$ cat src/rtl/slice_bank_pkg.sv
`default_nettype none
// ============================================================================
// Module   : slice_bank_pkg
// Summary  : shared FSM encoding, default sizes and index-width helper
// Revision : 1.0
// ============================================================================
package slice_bank_pkg;

   localparam int NREQ_DEF   = 3;
   localparam int NSLICE_DEF = 3;
   localparam int SW_DEF     = 5;

   typedef enum logic [1:0] {
      ST_IDLE  = 2'd0,
      ST_WRITE = 2'd1,
      ST_FLUSH = 2'd2
   } state_t;

   // Width of an index into n entries, never less than one bit.
   function automatic int idx_w(input int n);
      return (n > 1) ? $clog2(n) : 1;
   endfunction

endpackage
`default_nettype wire

$ cat src/rtl/slice_bank_sched_rr_arbiter.sv
`default_nettype none
// ============================================================================
// Module   : rr_arbiter
// Summary  : one-hot round-robin grant, search starts just above i_ptr
// Revision : 1.0
// ============================================================================
module rr_arbiter
   import slice_bank_pkg::*;
#(
   parameter int N  = NREQ_DEF,
   parameter int PW = idx_w(N)
) (
   input  logic [N-1:0]  i_req,
   input  logic [PW-1:0] i_ptr,
   output logic [N-1:0]  o_grant
);

   logic [N-1:0] w_mask;
   logic [N-1:0] w_hi;
   logic [N-1:0] w_pick;

   // Requests above the pointer win first; otherwise wrap to the lowest index.
   always_comb begin
      w_mask = '0;
      for (int i = 0; i < N; i++) begin
         w_mask[i] = (i > int'(i_ptr));
      end
      w_hi    = i_req & w_mask;
      w_pick  = (|w_hi) ? w_hi : i_req;
      o_grant = w_pick & (~w_pick + N'(1));
   end

endmodule
`default_nettype wire

$ cat src/rtl/slice_bank_sched.sv
`default_nettype none
// ============================================================================
// Module   : slice_bank_sched
// Summary  : arbitrated writes into a registered slice bank, serial flush
// Revision : 1.0
// ============================================================================
module slice_bank_sched
   import slice_bank_pkg::*;
#(
   parameter int NREQ   = NREQ_DEF,
   parameter int NSLICE = NSLICE_DEF,
   parameter int SW     = SW_DEF
) (
   input  logic                         clk,
   input  logic                         rst,
   input  logic [NREQ-1:0]              req_valid,
   input  logic [NREQ-1:0][1:0]         req_slice,
   input  logic [NREQ-1:0][SW-1:0]      req_data,
   output logic [NREQ-1:0]              req_ready,
   input  logic                         flush_req,
   output logic                         flush_busy,
   output logic [0:NSLICE-1][SW-1:0]    bank,
   output logic [NSLICE-1:0]            bank_valid,
   output logic                         err_slice
);

   localparam int PW = idx_w(NREQ);
   localparam int CW = idx_w(NSLICE);

   state_t                      state_q, state_d;
   logic [PW-1:0]               rr_ptr_q, rr_ptr_d;
   logic [PW-1:0]               win_q, win_d;
   logic [1:0]                  slice_q, slice_d;
   logic [SW-1:0]               data_q, data_d;
   logic [CW-1:0]               cnt_q, cnt_d;
   logic [0:NSLICE-1][SW-1:0]   bank_q, bank_d;
   logic [NSLICE-1:0]           bank_valid_q, bank_valid_d;
   logic [NREQ-1:0]             w_grant;
   logic                        w_slice_ok;

   rr_arbiter #(
      .N  (NREQ),
      .PW (PW)
   ) u_arb (
      .i_req   (req_valid),
      .i_ptr   (rr_ptr_q),
      .o_grant (w_grant)
   );

   always_comb begin
      state_d      = state_q;
      rr_ptr_d     = rr_ptr_q;
      win_d        = win_q;
      slice_d      = slice_q;
      data_d       = data_q;
      cnt_d        = cnt_q;
      bank_d       = bank_q;
      bank_valid_d = bank_valid_q;
      req_ready    = '0;
      flush_busy   = 1'b0;
      err_slice    = 1'b0;
      w_slice_ok   = (int'(slice_q) < NSLICE);

      case (state_q)
         ST_IDLE: begin
            if (!rst) begin
               if (flush_req) begin
                  state_d = ST_FLUSH;
               end else if (|req_valid) begin
                  req_ready = w_grant;
                  state_d   = ST_WRITE;
                  for (int i = 0; i < NREQ; i++) begin
                     if (w_grant[i]) begin
                        win_d   = PW'(i);
                        slice_d = req_slice[i];
                        data_d  = req_data[i];
                     end
                  end
               end
            end
         end
         ST_WRITE: begin
            if (w_slice_ok) begin
               for (int s = 0; s < NSLICE; s++) begin
                  if (int'(slice_q) == s) begin
                     bank_d[s]       = data_q;
                     bank_valid_d[s] = 1'b1;
                  end
               end
            end else begin
               err_slice = !rst;
            end
            rr_ptr_d = win_q;
            state_d  = ST_IDLE;
         end
         ST_FLUSH: begin
            flush_busy = 1'b1;
            for (int s = 0; s < NSLICE; s++) begin
               if (int'(cnt_q) == s) begin
                  bank_d[s]       = '0;
                  bank_valid_d[s] = 1'b0;
               end
            end
            if (int'(cnt_q) == NSLICE - 1) begin
               cnt_d   = '0;
               state_d = ST_IDLE;
            end else begin
               cnt_d = cnt_q + CW'(1);
            end
         end
         default: state_d = ST_IDLE;
      endcase
   end

   always_ff @(posedge clk) begin
      if (rst) begin
         state_q      <= ST_IDLE;
         rr_ptr_q     <= PW'(NREQ - 1);
         win_q        <= '0;
         slice_q      <= '0;
         data_q       <= '0;
         cnt_q        <= '0;
         bank_q       <= '0;
         bank_valid_q <= '0;
      end else begin
         state_q      <= state_d;
         rr_ptr_q     <= rr_ptr_d;
         win_q        <= win_d;
         slice_q      <= slice_d;
         data_q       <= data_d;
         cnt_q        <= cnt_d;
         bank_q       <= bank_d;
         bank_valid_q <= bank_valid_d;
      end
   end

   assign bank       = bank_q;
   assign bank_valid = bank_valid_q;

endmodule
`default_nettype wire

$ cat config.mk
export PLATFORM = sky130hd
export DESIGN_NAME = slice_bank_sched
export DESIGN_NICKNAME = d
export VERILOG_FILES = /design/src/rtl/slice_bank_pkg.sv /design/src/rtl/slice_bank_sched_rr_arbiter.sv /design/src/rtl/slice_bank_sched.sv
export SDC_FILE = /design/constraint.sdc
export NUM_CORES = 1
export LEC_CHECK = 0
export ABC_CLOCK_PERIOD_IN_PS = 2700
export BUFFER_PORTS_ARGS = -buffer_cell sky130_fd_sc_hd__clkbuf_2
export CORE_ASPECT_RATIO = 0.8
export CORE_MARGIN = 5
export CORE_UTILIZATION = 39
export CTS_CLUSTER_SIZE = 16
export DETAILED_ROUTE_END_ITERATION = 10
export PLACE_DENSITY_LB_ADDON = 0.12
export SLEW_MARGIN = 10
export SYNTH_ARGS = -nofsm -noshare
export SYNTH_HDL_FRONTEND = slang
export SYNTH_SLANG_ARGS = --single-unit
$ cat constraint.sdc
create_clock -name clk -period 2.7 [get_ports clk]
set_input_delay 0.27 -clock clk [delete_from_list [all_inputs] [get_ports clk]]
set_output_delay 0.27 -clock clk [all_outputs]
set_load 0.005 [all_outputs]
==> run metrics, run 1 <==
Starting Density 40.4%; Relative slew margins 60.3%; post-CTS sizing 0; vias in the first global route 1321; post-CTS setup buffer count 0; number of enable flip-flop cells after synthesis 0; Synth Cell Area 0.00153 mm²; Yosys top cell by area dfxtp_1; RePlAce Congestion 0.742; antenna violations before repair 0; Worst EP arrival 1.80 ns; top_reg_cell synth dfxtp_1; Vias/cell 5.03; crit path kind reg -> out; area grow syn2layout 25.1%; type of origin of the critical path flip-flop; sequential area share after synthesis 43.3%; critical path required time 2.43 ns; CP max-delay cell dfxtp_1; IO Count 50; Yosys top cell area share 43.3%; Clock Skew 0.00468 ns; status completed; WL met2 1.67 mm; layout cells sized above 1 34.8%; fill cell count 373; cells along the critical path nor4_2 -> and2_1 -> and2_4 -> clkbuf_2; Tcrit/Tclk final 76.5%; R2R Setup Slk 1.05 ns; count of different cell masters after synthesis 42; clk_lat worst skew 0.29 ns; Net Count, Synth 189; nets 236; worst-margin pin slew 0.596 ns; maximum vdd drop 0.297 mV; # hold bufs at CTS 0; row cnt 20; Tmin final 2.07 ns; f_max 0.484 GHz; CTS Buf Count 5; wire length on met1 1.69 mm; Max Used Layer met4; largest net degree at the start of global routing 28; First-pass DRT Iterations 5; CTS root buf clkbuf_8; dominant cells by area after synthesis dfxtp_1 43%, a21oi_1 5.3%, mux2i_1 5.3%; PD cells 601 mW/mm²; TritonCTS clock tree built; initial detailed-routing violation count 78; Max Cap Viol 0; number of diodes 0; Critical Path Fanout Max 11; setup_tns 0 ns; clock sink count 33; hold_ws 0.243 ns; # setup viols final 0; final hold violations 0; Syn Inst Count 162; Hold WC Path Type in -> reg; Die Wd 79.9 µm; H-Tree Level Count 2; Avg Cell Area, Syn 9.41 µm²; Vias 1332; final WL 3.61 mm; drc violations 0; Clock transition at path regs 0.07 ns; full die area 0.00527 mm²; aggregate global-route resource usage 14.8%; first-pass GRT wire length 6.02 mm; Die Y-Extent 65.9 µm; Lkg Pwr 0.814 nW; Avg WL per Cell 13.6 µm; Remaining Overflow, GRT 0; metal3 WL 219 µm; FFs w/ async S/R, synth 0%; flops & latches, synth 33; Yosys warning count 0; Core Region 0.00378 mm²; max incr delay on CP 0.43 ns; post-DP HPWL 2.77 mm; CP endpoint kind output pin; Clock Path Buffers 2; RSZ-0062 raised after global routing false; IO buf count 49; pins over their slew limit 0; antenna viol nets, final 0
## layer usage
metal  vias to the layer above  global-route usage [%]
met5                         -                       0
met4                         0                    4.22
met3                         4                    6.68
met2                        31                    23.6
met1                       616                    18.0
li1                        681                       -
## power by group
| group | switching (mW) | internal, mW | total [mW] |
|---|---|---|---|
| clock | 0.187 | 0.300 | 0.487 |
| combinational | 0.0686 | 0.0599 | 0.129 |
| sequential | 0.0248 | 0.506 | 0.530 |
| total | 0.280 | 0.865 | 1.15 |
## cells in the mapped netlist (3+ instances only)
cell / count
a21oi_1: 16
a22oi_1: 4
a32oi_1: 7
and2_1: 6
buf_2: 4
dfxtp_1: 33
mux2i_1: 8
nand2_1: 14
nand3_1: 11
nor2_1: 13
nor2b_1: 3
o21ai_1: 8
## sequential cells by signal (all words and copies together) (netlist names)
register	cells
state_q	2
bank	15
data_q	5
slice_q	2
cnt_q	2
bank_valid	3
rr_ptr_q	2
win_q	2
## final timing paths
kind / start / end / cells past startpoint
worst max register to register: state_q[1]$_SDFFE_PP0P_ / bank[3]$_SDFFE_PP0P_ / 5
worst max-delay path: state_q[1]$_SDFFE_PP0P_ / req_ready[2] / 4
worst min register to register: bank[4]$_SDFFE_PP0P_ / bank[4]$_SDFFE_PP0P_ / 2
worst min-delay path: req_slice[4] / slice_q[0]$_SDFFE_PP0P_ / 3
## worst max-delay path: cells and delay by family (launching register included)
| family | cells | cell delay, ns |
|---|---|---|
| flops | 1 | 0.43 |
| simple gates | 3 | 0.98 |
| buf+inv | 1 | 0.10 |
## logic make-up after synthesis
kind of cell	after synthesis	synth area share (%)
buffers and inverters	12	4.10
AO/OA/AOI/OAI	45	20.8
AND/OR/NAND/NOR	64	26.6
flip-flops	33	43.3
multiplexers	8	5.25
## layout by cell type (no fill, tap or decap), types with 2 or more instances in the layout
cell and instances:
and2_1 6, a21oi_2 2, nand3_1 11, clkbuf_8 6, and4bb_1 2, nand2b_1 2, clkbuf_2 49, dfxtp_1 33
nor2_1 13, o21ai_1 8, mux2i_1 8, inv_1 2, nand2_1 14, nor2b_1 3, a21oi_1 16, a32oi_1 7
a22oi_1 4
## area by class of cell
class	count	area [µm²]	area share (%)
clock buffer	6	82.6	4.33
clock inverter	2	37.5	1.97
inverter	3	11.3	0.590
multi-input combinational	117	802	42.0
sequential	33	661	34.6
tap	55	68.8	3.61
timing repair buffer	49	245	12.9
## through the flow
stage          cells  util (%)  setup slack [ns]  area, µm²  total power, mW
4_1_cts          265      50.5             0.628       1910             1.15
6_report         265      50.5             0.634       1910             1.15
2_1_floorplan    162         -              1.34       1530            0.626
5_1_grt          265      50.5             0.536       1910             1.20
3_3_place_gp     257      47.3             0.890       1790            0.667
3_5_place_dp     257      47.3             0.839       1790            0.670
No activity file was read; power rests on OpenSTA's default activity.
==> run 2, diff against run 1 <==
--- a/config.mk
+++ b/config.mk
@@ -5,7 +5,7 @@
 export SDC_FILE = /design/constraint.sdc
 export NUM_CORES = 1
 export LEC_CHECK = 0
-export ABC_CLOCK_PERIOD_IN_PS = 2700
+export ABC_CLOCK_PERIOD_IN_PS = 1740
 export BUFFER_PORTS_ARGS = -buffer_cell sky130_fd_sc_hd__clkbuf_2
 export CORE_ASPECT_RATIO = 0.8
 export CORE_MARGIN = 5
==> constraint.sdc (replaced) <==
create_clock -name clk -period 1.74 [get_ports clk]
set_input_delay 0.174 -clock clk [delete_from_list [all_inputs] [get_ports clk]]
set_output_delay 0.174 -clock clk [all_outputs]
set_load 0.005 [all_outputs]
==> run 2 against run 1 <==
- first-iteration DRC count decreased by 14%
- largest power group unchanged
- critical path type unchanged
- routed wire length increased by 3.4%
- critical endpoint unchanged
- register-to-register slack got worse by 0.72 ns
- largest cell class unchanged
- highest routed layer unchanged
==> run metrics, run 2 (synthesis gave the netlist of run 1 again) <==
status completed; critical path required time 1.57 ns; setup ws final 0.104 ns; Vias/cell 5.07; number of diodes 0; CP delay by family, top simple AND/OR/NAND/NOR gates; Sw Pwr 420 µW; post-layout util 51.7%; H-Tree Level Count 2; IO buf count 49; # hold bufs at CTS 0; DP Worst Slack 0.253 ns; Clock Skew 0.00284 ns; final hold violations 0; Clock Path Buffers 2; initial detailed-routing violation count 67; f_max 0.611 GHz; worst path bufs/invs 1; max incr delay on CP 0.38 ns; TritonCTS clock tree built; CP max-delay cell dfxtp_2; Hold WC Path Type in -> reg; type of origin of the critical path flip-flop; Max Cap Viol 0; Sw Ratio 23.7%; vias in the first global route 1332; final WL 3.73 mm; antenna violations before repair 0; maximum vdd drop 0.480 mV; antenna viol nets, final 0; full die area 0.00527 mm²; Clk pwr share 41.4%; row cnt 20; Core Region 0.00378 mm²; Die Y-Extent 65.9 µm; Clock transition at path regs 0.07 ns; cells along the critical path nor4_4 -> and2_1 -> and2_4 -> clkbuf_2; most common cell after layout, fill and taps aside clkbuf_2; Remaining Overflow, GRT 0; Placed Cells 260; Internal 1.35 mW; Seq pwr share 46.5%; commonest cells after routing, fill and taps aside 49 x clkbuf_2, 31 x dfxtp_1, 16 x a21oi_1; area of placed instances 0.00181 mm²; layout cells sized above 1 37.4%; Worst EP arrival 1.46 ns; Post-Layout Cell Count 269; crit path kind reg -> out; post-layout instance area 0.00195 mm²; Comb pwr share 12.0%; area grow syn2layout 28.1%; # setup viols final 0; IO Count 50; First-pass DRT Iterations 6; Relative slew margins 63.1%; nets 240; Total Power 1.77 mW; clk_lat worst skew 0.28 ns; RePlAce Congestion 0.759; CTS root buf clkbuf_8; PD cells 908 mW/mm²; hold_ws 0.142 ns; Lkg Pwr 0.839 nW; Critical Path Fanout Max 10; pins over their slew limit 0; CTS Buf Count 5; Avg WL per Cell 13.9 µm; aggregate global-route resource usage 15.1%; clock sink count 33; Tcrit/Tclk final 94.0%; worst-margin pin slew 0.549 ns; setup_tns 0 ns; Tmin final 1.64 ns; Vias 1365; post-DP HPWL 2.87 mm; drc violations 0; max FFs per register 15; largest net degree at the start of global routing 23; CP endpoint kind output pin; Die Wd 79.9 µm; first-pass GRT wire length 6.21 mm; Starting Density 40.4%
[run 2: cell types whose count changed in the layout (fill, tap and decap cells not counted), sizes merged]
cell      previous run  this run
clkinvlp             1         0
clkbuf              55        56
buf                  0         4
[run 2: power by group through the flow]
stage	sequential, mW	clock [mW]	combinational, mW
4_1_cts	0.825	0.753	0.210
5_1_grt	0.831	0.790	0.237
6_report	0.826	0.735	0.214
2_1_floorplan	0.825	0	0.147
3_5_place_dp	0.841	0	0.207
3_3_place_gp	0.840	0	0.202
[run 2: cell type report]
| type | instances | area [µm²] |
|---|---|---|
| fill | 379 | 1820 |
| multi-input combinational | 117 | 820 |
| sequential | 33 | 663 |
| timing repair buffer | 53 | 275 |
| clock buffer | 7 | 86.3 |
| tap | 55 | 68.8 |
| clock inverter | 1 | 30.0 |
| inverter | 3 | 11.3 |
[run 2: worst reg2reg max path, delay by kind of cell, from the launching register on]
family             cells  cell delay, ns
DFF                    1            0.36
AOI/OAI and AO/OA      2            0.48
and+or+nand+nor        1            0.17
muxes                  1            0.27
[run 2: path summary, 6_finish.rpt]
path	startpoint	to	slack, ns	depth (start not counted)
worst min register to register	bank[6]$_SDFFE_PP0P_	bank[6]$_SDFFE_PP0P_	0.45	2
worst max register to register	rr_ptr_q[1]$_SDFFE_PP1P_	data_q[0]$_SDFFE_PP0P_	0.33	4
worst max-delay path	state_q[0]$_SDFFE_PP0P_	req_ready[2]	0.10	4
worst min-delay path	req_data[13]	data_q[3]$_SDFFE_PP0P_	0.14	3
[run 2: timing repair]
| item | 4_1_cts | 5_1_grt |
|---|---|---|
| gates resized for setup | 1 | 4 |
| pin swaps | 0 | 2 |
| setup buffers | 0 | 1 |
| setup endpoints to repair | 2 | 4 |
[run 2: layer usage]
layer	share of wire, %	GRT usage, %	up-vias
met1	47	20.4	633
met5	0	0	-
met2	46	22.8	34
met3	5.6	4.50	7
met4	1.4	5.27	0
li1	-	-	691
